<file path="src/rtl/rf_arb_pkg.sv">
// rtl/rf_arb_pkg.sv - shared constants and helpers for the RF write-port arbiter
package rf_arb_pkg;

    localparam int DATA_WIDTH_DEF = 32;
    localparam int DEPTH_DEF      = 32;
    localparam int NUM_REQ_DEF    = 4;

    // Smallest r with 2**r >= v, never below 1 so single-entry buses stay legal.
    function automatic int clogb2(input int v);
        int r;
        r = 0;
        for (int i = 0; i < 31; i++) begin
            if ((1 << i) < v) begin
                r = i + 1;
            end
        end
        return (r < 1) ? 1 : r;
    endfunction

    function automatic int slice_lo(input int idx, input int w);
        return idx * w;
    endfunction

endpackage

</file>
<file path="src/rtl/rr_pick.sv">
// rtl/rr_pick.sv - combinational round-robin picker: first set request at or after ptr_i
module rr_pick #(
    parameter int n_g     = 4,
    parameter int ptr_w_g = 2
) (
    input  logic [n_g-1:0]     req_i,
    input  logic [ptr_w_g-1:0] ptr_i,
    output logic [n_g-1:0]     grant_o,
    output logic [ptr_w_g-1:0] idx_o
);

    localparam logic [ptr_w_g:0] N_W = (ptr_w_g + 1)'(n_g);

    always_comb begin
        logic [ptr_w_g:0] pos;
        logic             found;
        grant_o = '0;
        idx_o   = '0;
        found   = 1'b0;
        pos     = '0;
        for (int k = 0; k < n_g; k++) begin
            // ptr_i < n_g always holds, so one conditional subtract performs the wrap
            pos = {1'b0, ptr_i} + (ptr_w_g + 1)'(k);
            if (pos >= N_W) begin
                pos = pos - N_W;
            end
            if (!found && req_i[pos[ptr_w_g-1:0]]) begin
                grant_o[pos[ptr_w_g-1:0]] = 1'b1;
                idx_o                     = pos[ptr_w_g-1:0];
                found                     = 1'b1;
            end
        end
    end

endmodule

</file>
<file path="src/rtl/rf_wr_arbiter.sv">
// rtl/rf_wr_arbiter.sv - round-robin arbiter for the RF write port; RF_WR_ARBITER_PRIO0_EN gives requester 0 strict priority
module rf_wr_arbiter
    import rf_arb_pkg::*;
#(
    parameter int data_width_g = DATA_WIDTH_DEF,
    parameter int depth_g      = DEPTH_DEF,
    parameter int num_req_g    = NUM_REQ_DEF
) (
    input  logic                                       clk,
    input  logic                                       rstx,
    input  logic                                       glock_in,
    input  logic [num_req_g-1:0]                       req_valid_in,
    output logic [num_req_g-1:0]                       req_ready_out,
    input  logic [num_req_g*clogb2(depth_g)-1:0]       req_addr_in,
    input  logic [num_req_g*data_width_g-1:0]          req_data_in,
    output logic                                       wload_out,
    output logic [clogb2(depth_g)-1:0]                 wop_out,
    output logic [data_width_g-1:0]                    wdata_out,
    output logic                                       busy_out
);

    localparam int addr_w = clogb2(depth_g);
    localparam int ptr_w  = clogb2(num_req_g);
    localparam logic [ptr_w-1:0] PTR_LAST = ptr_w'(num_req_g - 1);

    logic [num_req_g-1:0]    pick_mask;
    logic [num_req_g-1:0]    pick_grant;
    logic [ptr_w-1:0]        pick_idx;
    logic [num_req_g-1:0]    grant;
    logic [ptr_w-1:0]        gnt_idx;
    logic                    prio0_hit;
    logic                    accept;
    logic [ptr_w-1:0]        rr_ptr_q, rr_ptr_d;
    logic                    wload_q, wload_d;
    logic [addr_w-1:0]       wop_q, wop_d;
    logic [data_width_g-1:0] wdata_q, wdata_d;
    logic [addr_w-1:0]       addr_sel;
    logic [data_width_g-1:0] data_sel;

`ifdef RF_WR_ARBITER_PRIO0_EN
    // Requester 0 bypasses the rotation, so the pointer only ever cycles over 1..n-1.
    localparam logic [ptr_w-1:0] PTR_RST = (num_req_g > 1) ? ptr_w'(1) : ptr_w'(0);
    assign pick_mask = req_valid_in & ~num_req_g'(1);
    assign prio0_hit = req_valid_in[0];
    assign grant     = prio0_hit ? num_req_g'(1) : pick_grant;
    assign gnt_idx   = prio0_hit ? ptr_w'(0) : pick_idx;
`else
    localparam logic [ptr_w-1:0] PTR_RST = ptr_w'(0);
    assign pick_mask = req_valid_in;
    assign prio0_hit = 1'b0;
    assign grant     = pick_grant;
    assign gnt_idx   = pick_idx;
`endif

    rr_pick #(
        .n_g     (num_req_g),
        .ptr_w_g (ptr_w)
    ) u_pick (
        .req_i   (pick_mask),
        .ptr_i   (rr_ptr_q),
        .grant_o (pick_grant),
        .idx_o   (pick_idx)
    );

    assign req_ready_out = (rstx && !glock_in) ? grant : '0;
    assign accept        = |req_ready_out;
    assign busy_out      = (|req_valid_in) & ~accept;

    always_comb begin
        addr_sel = '0;
        data_sel = '0;
        for (int k = 0; k < num_req_g; k++) begin
            if (grant[k]) begin
                addr_sel = req_addr_in[slice_lo(k, addr_w) +: addr_w];
                data_sel = req_data_in[slice_lo(k, data_width_g) +: data_width_g];
            end
        end
    end

    always_comb begin
        rr_ptr_d = rr_ptr_q;
        wload_d  = wload_q;
        wop_d    = wop_q;
        wdata_d  = wdata_q;
        if (accept && !prio0_hit) begin
            rr_ptr_d = (gnt_idx == PTR_LAST) ? PTR_RST : gnt_idx + ptr_w'(1);
        end
        // While locked the stage holds, so a staged write commits at the first unlocked edge.
        if (!glock_in) begin
            wload_d = accept;
            if (accept) begin
                wop_d   = addr_sel;
                wdata_d = data_sel;
            end
        end
    end

    always_ff @(posedge clk or negedge rstx) begin
        if (!rstx) begin
            rr_ptr_q <= PTR_RST;
            wload_q  <= 1'b0;
            wop_q    <= '0;
            wdata_q  <= '0;
        end else begin
            rr_ptr_q <= rr_ptr_d;
            wload_q  <= wload_d;
            wop_q    <= wop_d;
            wdata_q  <= wdata_d;
        end
    end

    assign wload_out = wload_q;
    assign wop_out   = wop_q;
    assign wdata_out = wdata_q;

endmodule

</file>
<file path="config.mk">
export PLATFORM = sky130hd
export DESIGN_NAME = rf_wr_arbiter
export DESIGN_NICKNAME = d
export VERILOG_FILES = /design/src/rtl/rf_arb_pkg.sv /design/src/rtl/rr_pick.sv /design/src/rtl/rf_wr_arbiter.sv
export SDC_FILE = /design/constraint.sdc
export NUM_CORES = 1
export LEC_CHECK = 0
export ABC_AREA = 1
export CAP_MARGIN = 15
export CORE_UTILIZATION = 34
export CTS_CLUSTER_SIZE = 24
export DETAILED_ROUTE_END_ITERATION = 6
export PLACE_DENSITY = 0.8
export SETUP_SLACK_MARGIN = 0.4
export SKIP_CTS_REPAIR_TIMING = 1
export SLEW_MARGIN = 20
export SYNTH_ARGS = -nofsm -noshare
export SYNTH_HDL_FRONTEND = slang
export SYNTH_SLANG_ARGS = --single-unit
</file>
<file path="constraint.sdc">
create_clock -name clk -period 2.58 [get_ports clk]
set_input_delay 0.258 -clock clk [delete_from_list [all_inputs] [get_ports clk]]
set_output_delay 0.258 -clock clk [all_outputs]
set_load 0.03 [all_outputs]
</file>
# Word level (Yosys, flattened, before mapping)
# Index checks and enable logic that the tools add are counted.
[totals]
output_inout_bits = 43
regBits = 40
elab_cells = 87
[classes]
n_bitwise = 6
n_eq_ne = 1
n_reduce_logical = 15
addsub = 8
mux = 41
magnitude_cmp = 12
[ops]
columns = ["cell", "n"]
rows = [
  ["32-bit 2-to-1 mux", 4],
  ["4-bit 2-to-1 mux", 5],
  ["5-bit 2-to-1 mux", 4],
  ["2-bit 2-to-1 mux", 9],
  ["2-bit by 3-bit less-than comparator with 1-bit output (second input constant)", 4],
  ["4-bit OR", 3],
  ["1-bit 2-to-1 mux", 11],
  ["3-bit >= comparator (second input constant)", 3],
  ["1-bit binary-select mux with 2-bit select", 4],
  ["1-bit demux with 2-bit select", 4],
  ["2-bit by 1-bit >= comparator with 1-bit output (second input constant)", 4],
  ["1-bit logical AND", 8],
  ["4-bit OR reduction", 2],
  ["2-bit by 1-bit subtractor with 2-bit output (second input constant)", 4],
  ["2-bit by 2-bit adder with 3-bit output (second input constant)", 2],
  ["1-bit logical NOT", 4],
  ["2-bit by 1-bit adder with 3-bit output (second input constant)", 1],
  ["2-bit by 3-bit >= comparator with 1-bit output (second input constant)", 1],
  ["2-bit by 1-bit adder with 2-bit output (second input constant)", 1],
  ["2-bit equality test (second input constant)", 1],
  ["1-bit NOT", 2],
  ["2-bit AND reduction", 1],
  ["1-bit bitwise AND", 1],
]

# Logic depth before layout (Yosys ltp)
[depth]
ltp_word = 18
depth_mapped = 17
depth_no_buf = 15

# Cells and area by module
# A second synthesis with hierarchy kept.
[hier_totals]
hier_cells = 592
hier_area_um2 = 3497.1
[by_module_without_submodules]
columns = ["module", "seq_area_each_um2", "cells_per_inst", "area_per_inst_um2", "instances"]
rows = [
  ["rf_wr_arbiter", 1001.0, 510, 2981.6, 1],
  ["rr_pick", 0.0, 82, 515.5, 1],
]

# Least setup slack after synthesis
# No wires, ideal clock.
[synth_timing]
kind = "reg2out"
start = "register rr_ptr_q[1]"
end = "output busy_out"
stages_incl_launch_ff = 16
required_ns = 2.322
n_path_buf = 2
t_arrival_ns = 2.532
path_slack_ns = -0.210
cell_sequence = "dfrtp_1 -> inv_1 -> ha_1 -> inv_1 -> nand3_1 -> nand2_1 -> nor2_8 -> nand3_1 -> nand3_2 -> nand2_1 -> nand2_2 -> inv_2 -> nand2_2 -> buf_6 -> buf_6 -> a21oi_1"
[synth_via]
elab_chain_len = 18
[synth_rtl]
columns = ["element", "line", "source"]
rows = [
  ["start: declaration", "rf_wr_arbiter.sv:33", "logic [ptr_w-1:0] rr_ptr_q, rr_ptr_d;"],
  ["start signal: assignment", "rf_wr_arbiter.sv:105", "rr_ptr_q <= rr_ptr_d;"],
  ["branches (longest 13 deep; another with 2-bit by 1-bit adder with 3-bit output)", "-", ""],
  ["4-bit 2-to-1 mux (*)", "rr_pick.sv:27", "if (!found && req_i[pos[ptr_w_g-1:0]]) begin"],
  ["4-bit 2-to-1 mux (*)", "rf_wr_arbiter.sv:65", "assign req_ready_out = (rstx && !glock_in) ? grant : '0;"],
  ["4-bit OR reduction (*)", "rf_wr_arbiter.sv:66", "assign accept = |req_ready_out;"],
  ["1-bit NOT (*)", "rf_wr_arbiter.sv:67", "assign busy_out = (|req_valid_in) & ~accept;"],
  ["1-bit bitwise AND (*)", "rf_wr_arbiter.sv:67", ""],
  ["end: declaration", "rf_wr_arbiter.sv:19", "output logic busy_out"],
]
# Mark *: on every way between the ends. The select of a mux whose other input is x is not followed.

==> flow_summary_export.csv <==
group,metric,value,unit
status,status,"finished clean",
pwr,seqPwrFrac,12.5,%
floorplan,dieWidth,103.8,um
critical_path,cp_max_fo,6,
clock_tree,cts_root_buf,"clkbuf_8",
global_route,grt_max_degree,75,
pwr,p_sw,5.181,mW
critical_path,cp_top_family,"simple AND/OR/NAND/NOR gates",
critical_path,cp.arrival,2.26,ns
final_layout,multi_input_area,2166,um2
critical_path,path_cells,"inv_4 -> ha_4 -> inv_4 -> nand3_4 -> nand2_4 -> nor2_8 -> buf_6 -> nand3_2 -> nand3_4 -> nand2_4 -> nand2_4 -> inv_4 -> nand2_4 -> a21oi_4 -> buf_6",
synthesis,synthMuxAreaShare,0,%
global_route,grt_pass1_wl,19280,um
timing,clock_skew,0.01014,ns
critical_path,end_kind,"output port",
critical_path,cp.required,2.32,ns
synthesis,synthesis.nets,751,
place,place_area,5767,um2
route,via_count,4502,
final_layout,fin_nets,956,
timing,fin_tns_setup,0,ns
floorplan,coreArea,9910,um2
clock_tree,path_clk_slew,0.09,ns
timing,drv_slew,0,
timing,hold_viol_final,0,
timing,finalCriticalPeriod,2.520,ns
clock_tree,cts_tree,"done",
global_route,grt_pass1_vias,4133,
place,placed_cells,904,
place,place.gp.congestion,0.8503,
route,drc,0,
synthesis,ys.warnings.count,0,
critical_path,timing.rr.end,"wdata_out[11]",
synthesis,yosys.area_share.xor_xnor,0.2486,%
clock_tree,numCtsBuffers,5,
final_layout,seqCellArea,1003,um2
route,first_iter_violations,207,
floorplan,io_pins,198,
final_layout,area_delta_synth_final,73.69,%
critical_path,worstPathBufferInverterCount,5,
clock_tree,clkSinkCount,40,
synthesis,netlist_area,3523,um2
critical_path,slowest_stage,"dfrtp_2",
critical_path,worst-path-stages,15,
job,cap_violations,0,
timing,timing.final.crit_share,97.69,%
synthesis,synth-edff-count,0,
critical_path,crit_path_start_kind,"flip-flop",
pwr,ir_drop,0.9255,mV
floorplan,die_h,103.8,um
global_route,grt_overflow_total,0,
clock_tree,cts_buffer_depth,2,
synthesis,synth.avg_cell_area,5.972,um2
timing,max_freq,396.7,MHz
pwr,power_leakage,3.147,nW
final_layout,diodes,0,
pwr,comb_power_share,83.2,%
pwr,swShare,54.71,%
synthesis,synth.area.top_cells,"dfrtp_1 28%, nand2_1 16%, a21oi_1 15%, inv_1 9.3%, nor2_1 8.4%",
synthesis,ys_ff_latch,40,
final_layout,layout-drive-gt1-share,13.08,%
critical_path,crit_type,"reg -> out",
final_layout,fin_cells,928,
synthesis,yosysSeqAreaShare,28.41,%
final_layout,fill_cells,857,
synthesis,synth_area_leader_cell,"dfrtp_1",
synthesis,synth_top_area_share,28.41,%
pwr,p_int,4.288,mW
timing,worstMarginPinSlew,0.6084,ns
timing,rsz0062_at_grt,"true",
floorplan,initial_core_util,35.56,%
critical_path,path_common_cell,"nand2_4",
critical_path,reg2reg_setup_slack,0.24,ns
floorplan,rows,36,
synthesis,synth_ff_type,"dfrtp_1",
timing,setup_violations,0,
critical_path,crit_path_max_incr_delay,0.43,ns
route,via_per_inst,4.851,
synthesis,netlist_instances,590,
route,wl_per_cell,13.68,um
floorplan,die-area,10770,um2
synthesis,synth_fa_ha_area_share,2.131,%
timing,slew_headroom,59.29,%
critical_path,rr_worst_depth,16,
synthesis,synth_compound_area_share,18.71,%
global_route,antenna_found_initial,0,
synthesis,synth-simple-area-share,34.94,%
synthesis,ys_types,24,
synthesis,async_reset_ff_share,100.0,%
pwr,power_density,1547,nW/um2
final_layout,final_cell_area,6120,um2
clock_tree,clk_latency,0.29,ns
pwr,p_clk_share,4.3,%
place,hpwl,9137,um
worst_hold_path,min_path_type,"in -> async",
global_route,grt_usage,21.64,%
synthesis,synth_top_family_by_area,"simple AND/OR/NAND/NOR gates",
final_layout,final_util,61.76,%
place,io_buffers,197,
route,drtAntennaViolNets,0,
route,firstDrtPassIters,5,
clock_tree,htreeDepth,2,
critical_path,critPathCapture,"busy_out",
route,totalWireLength,12690,um
==> cells in the mapped netlist (3+ instances only) <==
| cell | number |
|---|---|
| nor2_1 | 79 |
| inv_1 | 87 |
| buf_2 | 21 |
| clkbuf_1 | 5 |
| a21oi_2 | 9 |
| inv_2 | 4 |
| a21oi_1 | 107 |
| o21ai_0 | 3 |
| buf_4 | 8 |
| ha_1 | 6 |
| dfrtp_1 | 40 |
| nand2_2 | 4 |
| a21boi_0 | 3 |
| nand3_1 | 56 |
| nand2_1 | 146 |
==> worst reg2reg max path: cells and delay by family (launching register included) <==
family                     cells  cell delay (ns)
buffers and inverters          5             0.57
and+or+nand+nor                9             0.82
adders and majority gates      1             0.31
DFF                            1             0.43
AOI/OAI and AO/OA              1             0.14
==> per-layer routing <==
layer	global-route usage (%)	up-vias	part of all wire, %
met5	0	-	0
met1	24.69	2020	40
met4	4.694	0	1.5
met2	40.14	211	50
li1	-	2251	-
met3	5.601	20	8.4
==> sequential cells by signal, summed over array words and instances (netlist names), named ones only <==
register,cells
wdata_out,32
wload_out,1
wop_out,5
rr_ptr_q,1
==> how the worst min path moves through the flow <==
stage / slack, ns / endpoint / startpoint
after floorplan: -0.04 / async pin / rstx
after global placement: 0.42 / wdata_out[20] / rstx
after detailed placement: 0.42 / wdata_out[29] / rstx
after CTS: 0.1 / wload_out / rstx
after global routing: 0.12 / wdata_out[30] / rstx
final: 0.07 / wload_out / rstx
==> kinds of logic after synthesis <==
| group | count (synthesis) |
|---|---|
| and+or+nand+nor | 293 |
| buffers and inverters | 127 |
| AOI/OAI and AO/OA | 123 |
| DFF | 40 |
| adders and majority gates | 6 |
| xor gates and xnor gates | 1 |
==> power groups by stage <==
stage	Combinational, mW	Sequential, mW	Clock [mW]
floorplan	4.59	1.80	0
global placement	7.11	1.18	0
detailed placement	7.28	1.20	0
CTS	7.30	1.19	0.430
global route	8.66	1.22	0.445
finish	7.87	1.19	0.408
==> through the flow <==
stage,power [mW],hold WS [ns],setup WS (ns)
2_1_floorplan,6.388,-0.03759,0.3462
3_3_place_gp,8.296,0.4166,0.04248
3_5_place_dp,8.482,0.4207,-0.01583
4_1_cts,8.920,0.09847,-0.2265
6_report,9.469,0.06648,0.05951
5_1_grt,10.33,0.1191,-0.02761
==> area by class of cell <==
| cell class | count | area share, % |
|---|---|---|
| clock buffers | 5 | 1.125 |
| clock inverters | 2 | 0.2045 |
| inverters | 91 | 5.786 |
| multi-input cells | 423 | 35.39 |
| flip-flops and latches | 40 | 16.40 |
| well taps | 133 | 2.719 |
| repair buffers | 234 | 38.38 |
==> layout by cell type, fill, tap and decap left out <==
master,netlist,layout
clkdlybuf4s50_1,0,191
nand2_1,146,139
a21oi_1,107,103
inv_1,87,83
nor2_1,79,79
nand3_1,56,44
dfrtp_1,40,38
buf_4,8,24
a21oi_2,9,12
buf_6,2,11
nand3_2,1,9
nand2_4,1,7
inv_4,0,5
nand2_2,4,5
nand3_4,1,5
ha_1,6,5
clkbuf_8,0,5
buf_12,0,5
inv_2,4,3
a21boi_0,3,3
o21ai_0,3,3
nor2_4,0,2
dfrtp_2,0,2
a21boi_2,0,1
nor2_8,1,1
nor3_1,2,1
a21oi_4,0,1
nor3_2,0,1
xor2_1,1,1
ha_4,0,1
clkinv_2,0,1
clkinvlp_4,0,1
buf_2,21,1
dlymetal6s2s_1,0,1
buf_8,0,1
(Power assumes the default switching activity.)
